**src/rtl/alu_pkg.sv**
```systemverilog
`default_nettype none
// ============================================================================
// Module   : alu_pkg
// Purpose  : Opcodes, FSM states and header constants shared by alu_packet_ctrl.
// Revision : 1.0
// ============================================================================
package alu_pkg;

    localparam logic [15:0] HEADER_BYTES = 16'd4;

    typedef enum logic [7:0] {
        OP_ADD  = 8'h10,
        OP_MUL  = 8'h11,
        OP_ECHO = 8'hEC
    } opcode_e;

    typedef enum logic [3:0] {
        IDLE     = 4'd0,
        RSVD     = 4'd1,
        LEN_LO   = 4'd2,
        LEN_HI   = 4'd3,
        ECHO     = 4'd4,
        OPERAND  = 4'd5,
        DRAIN    = 4'd6,
        MUL_WAIT = 4'd7,
        RESULT   = 4'd8
    } state_e;

    function automatic logic [7:0] byte_of(input logic [31:0] word, input logic [1:0] idx);
        case (idx)
            2'd0:    byte_of = word[7:0];
            2'd1:    byte_of = word[15:8];
            2'd2:    byte_of = word[23:16];
            default: byte_of = word[31:24];
        endcase
    endfunction

endpackage
`default_nettype wire

```
**src/rtl/alu_mul_iter.sv**
```systemverilog
`default_nettype none
// ============================================================================
// Module   : alu_mul_iter
// Purpose  : Shift-add multiplier, low 32 bits of a*b, done pulses 32 cycles after start.
// Revision : 1.0
// ============================================================================
module alu_mul_iter (
    input  logic        clk,
    input  logic        rst,
    input  logic        start,
    input  logic [31:0] a,
    input  logic [31:0] b,
    output logic        done,
    output logic [31:0] product
);

    logic [31:0] r_mcand;
    logic [31:0] r_mplier;
    logic [4:0]  r_cnt;
    logic        r_run;

    always_ff @(posedge clk or posedge rst) begin
        if (rst) begin
            r_mcand  <= '0;
            r_mplier <= '0;
            r_cnt    <= '0;
            r_run    <= 1'b0;
            done     <= 1'b0;
            product  <= '0;
        end else begin
            done <= 1'b0;
            if (start) begin
                r_mcand  <= a;
                r_mplier <= b;
                r_cnt    <= '0;
                r_run    <= 1'b1;
                product  <= '0;
            end else if (r_run) begin
                if (r_mplier[0]) begin
                    product <= product + r_mcand;
                end
                r_mcand  <= r_mcand << 1;
                r_mplier <= r_mplier >> 1;
                r_cnt    <= r_cnt + 5'd1;
                if (r_cnt == 5'd31) begin
                    r_run <= 1'b0;
                    done  <= 1'b1;
                end
            end
        end
    end

endmodule
`default_nettype wire

```
**src/rtl/alu_packet_ctrl.sv**
```systemverilog
`default_nettype none
// ============================================================================
// Module   : alu_packet_ctrl
// Purpose  : Packet parser (echo / add / mul / drain) between UART RX and TX streams.
//            Define ALU_MUL_EN to build the mul opcode and its iterative multiplier.
// Revision : 1.0
// ============================================================================
module alu_packet_ctrl
    import alu_pkg::*;
#(
    parameter int TIMEOUT_CYCLES = 0
) (
    input  logic       clk,
    input  logic       rst,
    input  logic [7:0] s_axis_tdata,
    input  logic       s_axis_tvalid,
    output logic       s_axis_tready,
    output logic [7:0] m_axis_tdata,
    output logic       m_axis_tvalid,
    input  logic       m_axis_tready,
    output logic       busy
);

    state_e      r_state;
    state_e      w_next;

    logic        r_started;
    logic [7:0]  r_opcode;
    logic [7:0]  r_len_lo;
    logic [15:0] r_remaining;
    logic [1:0]  r_byte_cnt;
    logic [23:0] r_word;
    logic [31:0] r_acc;
    logic [1:0]  r_res_idx;

    logic        w_accept;
    logic [15:0] w_len;
    logic        w_last_byte;
    logic        w_word_done;
    logic [31:0] w_operand;
    logic        w_is_add;
    logic        w_is_mul;
    logic        w_is_arith;
    logic        w_out_free;
    logic        w_out_load;
    logic [7:0]  w_out_data;
    logic        w_timeout;
    logic        w_mul_first;
    logic        w_mul_chain;
    logic        w_mul_done;
    logic [31:0] w_mul_product;

    assign w_accept    = s_axis_tvalid && s_axis_tready;
    assign w_len       = {s_axis_tdata, r_len_lo};
    assign w_last_byte = (r_remaining == 16'd1);
    assign w_word_done = (r_byte_cnt == 2'd3);
    assign w_operand   = {s_axis_tdata, r_word};
    assign w_is_add    = (r_opcode == OP_ADD);
    assign w_is_arith  = w_is_add || w_is_mul;
    assign w_out_free  = !m_axis_tvalid || m_axis_tready;

`ifdef ALU_MUL_EN
    logic r_first;
    logic w_mul_start;

    assign w_is_mul    = (r_opcode == OP_MUL);
    assign w_mul_first = w_is_mul && r_first;
    assign w_mul_chain = w_is_mul && !r_first;
    assign w_mul_start = (r_state == OPERAND) && w_accept && w_word_done && w_mul_chain;

    always_ff @(posedge clk or posedge rst) begin
        if (rst) begin
            r_first <= 1'b0;
        end else if (r_state == IDLE && w_accept) begin
            r_first <= 1'b1;
        end else if (r_state == OPERAND && w_accept && w_word_done && w_is_mul) begin
            r_first <= 1'b0;
        end
    end

    alu_mul_iter u_mul (
        .clk     (clk),
        .rst     (rst),
        .start   (w_mul_start),
        .a       (r_acc),
        .b       (w_operand),
        .done    (w_mul_done),
        .product (w_mul_product)
    );
`else
    assign w_is_mul      = 1'b0;
    assign w_mul_first   = 1'b0;
    assign w_mul_chain   = 1'b0;
    assign w_mul_done    = 1'b0;
    assign w_mul_product = '0;
`endif

    generate
        if (TIMEOUT_CYCLES > 0) begin : g_timeout
            localparam logic [31:0] c_LAST_IDLE = 32'(TIMEOUT_CYCLES - 1);
            logic [31:0] r_idle_cnt;
            logic        w_rx_state;

            assign w_rx_state = (r_state == RSVD) || (r_state == LEN_LO) || (r_state == LEN_HI) ||
                                (r_state == ECHO) || (r_state == OPERAND) || (r_state == DRAIN);

            always_ff @(posedge clk or posedge rst) begin
                if (rst) begin
                    r_idle_cnt <= '0;
                end else if (!w_rx_state || w_accept) begin
                    r_idle_cnt <= '0;
                end else begin
                    r_idle_cnt <= r_idle_cnt + 32'd1;
                end
            end

            assign w_timeout = w_rx_state && !w_accept && (r_idle_cnt == c_LAST_IDLE);
        end else begin : g_no_timeout
            assign w_timeout = 1'b0;
        end
    endgenerate

    always_ff @(posedge clk or posedge rst) begin
        if (rst) begin
            r_state <= IDLE;
        end else begin
            r_state <= w_next;
        end
    end

    always_comb begin
        w_next = r_state;
        case (r_state)
            IDLE:   if (w_accept) w_next = RSVD;
            RSVD:   if (w_accept) w_next = LEN_LO;
            LEN_LO: if (w_accept) w_next = LEN_HI;
            LEN_HI: begin
                if (w_accept) begin
                    // Header-only packets still answer with a zero result for arithmetic opcodes.
                    if (w_len <= HEADER_BYTES) begin
                        if (w_is_arith) w_next = RESULT;
                        else            w_next = IDLE;
                    end else if (r_opcode == OP_ECHO) begin
                        w_next = ECHO;
                    end else if (w_is_arith) begin
                        w_next = OPERAND;
                    end else begin
                        w_next = DRAIN;
                    end
                end
            end
            ECHO, DRAIN: if (w_accept && w_last_byte) w_next = IDLE;
            OPERAND: begin
                if (w_accept) begin
                    if (w_word_done && w_mul_chain) w_next = MUL_WAIT;
                    else if (w_last_byte)           w_next = RESULT;
                end
            end
            MUL_WAIT: begin
                if (w_mul_done) begin
                    if (r_remaining == 16'd0) w_next = RESULT;
                    else                      w_next = OPERAND;
                end
            end
            RESULT:  if (w_out_free && r_res_idx == 2'd3) w_next = IDLE;
            default: w_next = IDLE;
        endcase
        if (w_timeout) begin
            w_next = IDLE;
        end
    end

    always_comb begin
        s_axis_tready = 1'b0;
        w_out_load    = 1'b0;
        w_out_data    = s_axis_tdata;
        busy          = (r_state != IDLE);
        case (r_state)
            IDLE, RSVD, LEN_LO, LEN_HI, OPERAND, DRAIN: begin
                s_axis_tready = r_started;
            end
            ECHO: begin
                s_axis_tready = r_started && w_out_free;
                w_out_load    = r_started && w_out_free && s_axis_tvalid;
            end
            RESULT: begin
                w_out_load = w_out_free;
                w_out_data = byte_of(r_acc, r_res_idx);
            end
            default: ;
        endcase
    end

    always_ff @(posedge clk or posedge rst) begin
        if (rst) begin
            r_started     <= 1'b0;
            r_opcode      <= '0;
            r_len_lo      <= '0;
            r_remaining   <= '0;
            r_byte_cnt    <= '0;
            r_word        <= '0;
            r_acc         <= '0;
            r_res_idx     <= '0;
            m_axis_tdata  <= '0;
            m_axis_tvalid <= 1'b0;
        end else begin
            r_started <= 1'b1;

            if (w_out_load) begin
                m_axis_tdata  <= w_out_data;
                m_axis_tvalid <= 1'b1;
            end else if (m_axis_tready) begin
                m_axis_tvalid <= 1'b0;
            end

            if (r_state == RESULT && w_out_free) begin
                r_res_idx <= r_res_idx + 2'd1;
            end

            if (w_accept) begin
                case (r_state)
                    IDLE: begin
                        r_opcode   <= s_axis_tdata;
                        r_acc      <= '0;
                        r_byte_cnt <= '0;
                        r_res_idx  <= '0;
                    end
                    LEN_LO: r_len_lo <= s_axis_tdata;
                    LEN_HI: begin
                        if (w_len > HEADER_BYTES) r_remaining <= w_len - HEADER_BYTES;
                        else                      r_remaining <= '0;
                    end
                    ECHO, DRAIN: r_remaining <= r_remaining - 16'd1;
                    OPERAND: begin
                        r_remaining <= r_remaining - 16'd1;
                        r_byte_cnt  <= r_byte_cnt + 2'd1;
                        r_word      <= {s_axis_tdata, r_word[23:8]};
                        if (w_word_done) begin
                            if (w_is_add)         r_acc <= r_acc + w_operand;
                            else if (w_mul_first) r_acc <= w_operand;
                        end
                    end
                    default: ;
                endcase
            end

            if (r_state == MUL_WAIT && w_mul_done) begin
                r_acc <= w_mul_product;
            end
        end
    end

endmodule
`default_nettype wire
```
**config.mk**
```make
export PLATFORM = sky130hd
export DESIGN_NAME = alu_packet_ctrl
export DESIGN_NICKNAME = d
export VERILOG_FILES = /design/src/rtl/alu_pkg.sv /design/src/rtl/alu_mul_iter.sv /design/src/rtl/alu_packet_ctrl.sv
export SDC_FILE = /design/constraint.sdc
export NUM_CORES = 1
export LEC_CHECK = 0
export CAP_MARGIN = 20
export CORE_MARGIN = 3
export CORE_UTILIZATION = 30
export DETAILED_ROUTE_END_ITERATION = 8
export DONT_BUFFER_PORTS = 1
export GPL_TIMING_DRIVEN = 1
export PLACE_DENSITY = 0.41
export SLEW_MARGIN = 20
export SYNTH_ARGS = -nofsm -noshare
export SYNTH_HDL_FRONTEND = slang
export SYNTH_HIERARCHICAL = 1
export SYNTH_SLANG_ARGS = --single-unit
```
**constraint.sdc**
```tcl
create_clock -name clk -period 5 [get_ports clk]
set_clock_uncertainty 0.2 [all_clocks]
set_input_delay 1 -clock clk [delete_from_list [all_inputs] [get_ports clk]]
set_output_delay 1 -clock clk [all_outputs]
set_load 0.02 [all_outputs]
```
==> run summary <==
Final min period: 3.487 ns
Rows: 55
Clock Latency Late Sink: 0.36 ns
status: completed
Clk pin slew, worst setup/hold paths: 0.08 ns
worst setup path end: r_acc[26]
Final Hold Vio Count: 0
global-route wire length before repair: 34,440 um
Worst Tran Pin Value: 0.8741 ns
Syn Inst Count: 784
Setup violations, final: 0
share of cells above drive strength 1: 10.01%
post-synthesis cell type count: 72
unrepaired setup endpoints after global routing: false
initial antenna violation count: 0
Post-synth top cells: 106 x dfrtp_1, 82 x a21oi_1, 80 x nor2_1
wire per inst: 20.17 um
WP data required: 5.04 ns
chip width: 158.3 um
Main synth FF type: dfrtp_1
worst hold slack: 0.3108 ns
most common cell in the netlist: dfrtp_1
DP Cell Count: 1,038
largest net degree at the start of global routing: 54
# diodes: 0
ranking of synthesized cells by area: dfrtp_1 38%, ha_1 7.2%, mux2_2 6.5%
part of the cycle the worst path needs: 69.74%
Vias: 5,933
via/cell ratio: 5.629
Detailed Route WL: 21,260 um
synthesized cell area: 6963 um^2
Final ANT Viol Nets: 0
post-synthesis sequential area ratio: 38.10%
final cell count without fillers: 1,054
GP Congestion: 0.8841
Async SR Flop Fraction: 100.0%
# hold bufs at CTS: 0
number of synthesized register bits: 106
clock tree buffer depth: 2
reg2reg start: r_acc[0]
DIE HEIGHT: 158.3 um
worst flop-to-flop path endpoint: r_acc[26]
CTS Root Cell: clkbuf_16
total gr overflow: 0
final net count: 817
total CTS buffers: 9
initial drt markers: 432
Die Area: 25,070 um^2
Layout area overhead: 8.697%
worst reg2reg path depth: 9
Hold Crit Class: reg -> reg
CTS sink cnt: 106
Fin Setup TNS: 0 ns
Fill cells: 2,355
Max Cap Violations: 0
Worst Path Arrival: 3.52 ns
drt drc: 0
Initial Util: 30.66%
worst reg2reg setup slack: 1.51 ns
Worst setup EP type: flip-flop
CP Class: reg -> reg
CP startpoint: r_acc[0]
vias in the first global route: 5,975
Post-synth EDFFs: 0
syn_nets: 837
post-cts sizing count: 0
highest clock rate: 286.8 MHz
Yosys top cell area share: 38.10%
CTS tree: built
drt first pass iters: 5
Pwr Density: 421.0 nW/um^2
Yosys warning count: 6
cell taking the most area after synthesis: dfrtp_1
gr usage total: 17.65%
DP Wirelength: 15,360 um
mean area per synthesized cell: 8.881 um^2
core area: 22,710 um^2
Port Buffers: 0
max_slew headroom: 41.19%
P_leak: 0.003176 uW
peak supply drop: 0.0001971 V
Post CTS Setup Buffer Count: 0
CP startpoint kind: flip-flop
H-tree depth: 3
Slew Viols, Final: 0
crit path max fanout: 5
# IOs: 23
## where the power goes
part	internal, uW	leakage (uW)	switching [uW]
sequential	1080	0.00139	290
clock	498	0.000170	350
combinational	400	0.00162	569
total	1980	0.00318	1210
## area by class of cell
cell class,count,area [um^2],area share (%)
clock buffer,10,229.0,3.025
clock inverter,6,118.9,1.571
inverter,24,92.59,1.223
multi-input combinational,615,4059,53.63
sequential,106,2653,35.05
tap,285,356.6,4.712
timing repair buffer,8,60.06,0.7935
## stage by stage
step	cell area [um^2]	power (uW)	setup WS [ns]	util [%]
final	7569	3187	1.513	33.33
after global routing	7569	3425	1.233	33.33
after CTS	7569	3223	1.466	33.33
after detailed placement	7221	2352	1.518	31.80
after global placement	7221	2347	1.569	31.80
after floorplan	6963	2080	1.011	-
## state kept, by name (all words and copies together), names as in the netlist
name,flops
r_acc,32
r_opcode,8
r_started,1
r_len_lo,8
r_byte_cnt,2
r_state,4
r_word,24
m_axis_tvalid,1
r_res_idx,2
r_remaining,16
m_axis_tdata,8
## layer usage
| layer | share of wire, % | routed length, um | global-route usage, % | up-vias |
|---|---|---|---|---|
| met5 | 0 | 0 | 0 | - |
| met4 | 2.3 | 484 | 5.367 | 0 |
| met3 | 3.1 | 660 | 2.392 | 33 |
| met2 | 47 | 9892 | 28.31 | 132 |
| met1 | 48 | 10220 | 24.83 | 2914 |
| li1 | - | - | - | 2854 |
## cell families (layout without fill, tap and decap cells)
logic type               count (synthesis)  after routing  synth area share [%]
AO/OA/AOI/OAI                          247            247                 22.07
XOR/XNOR                                32             32                 4.025
adder cells (fa/ha/maj)                 41             41                 7.475
buffers and inverters                   63             48                 3.791
flip-flops                             106            106                 38.10
multiplexers                            44             44                 7.044
other                                    1              1               0.05386
AND/OR/NAND/NOR                        250            250                 17.45
## worst min-delay path by stage
stage / endpoint / cells past startpoint / start / slack, ns
3_3_place_gp: r_opcode[7] / 2 / r_opcode[7] / 0.28
2_1_floorplan: r_opcode[7] / 2 / r_opcode[7] / 0.26
4_1_cts: r_opcode[7] / 2 / r_opcode[7] / 0.31
5_1_grt: r_word[0] / 1 / r_word[0] / 0.35
3_5_place_dp: r_opcode[7] / 2 / r_opcode[7] / 0.29
6_report: r_opcode[7] / 2 / r_opcode[7] / 0.31
## critical path, stage by stage (launching register included)
cell       delay (ns)
dfrtp_1          0.41
ha_1             0.23
fa_1             0.44
a211oi_1         0.29
o21ai_0          0.21
a2111oi_2        0.55
nor2_1           0.22
a221oi_1         0.52
o31a_1           0.22
o21ai_0          0.08
## placed cells by master, fill, tap and decap left out, types with 8 or more instances in the layout
| cell | count |
|---|---|
| a21oi_1 | 82 |
| mux2_2 | 40 |
| clkbuf_16 | 9 |
| nand3_1 | 24 |
| a22o_1 | 8 |
| nor2_1 | 79 |
| xnor2_1 | 18 |
| xor2_1 | 14 |
| a222oi_1 | 8 |
| a21o_1 | 11 |
| nor3_1 | 14 |
| inv_1 | 23 |
| dfrtp_1 | 106 |
| nand4_1 | 11 |
| ha_1 | 40 |
| buf_4 | 8 |
| nand2_1 | 65 |
| o21ai_0 | 62 |
| o211ai_1 | 8 |
Note: power is estimated with default switching activity, not from simulation.
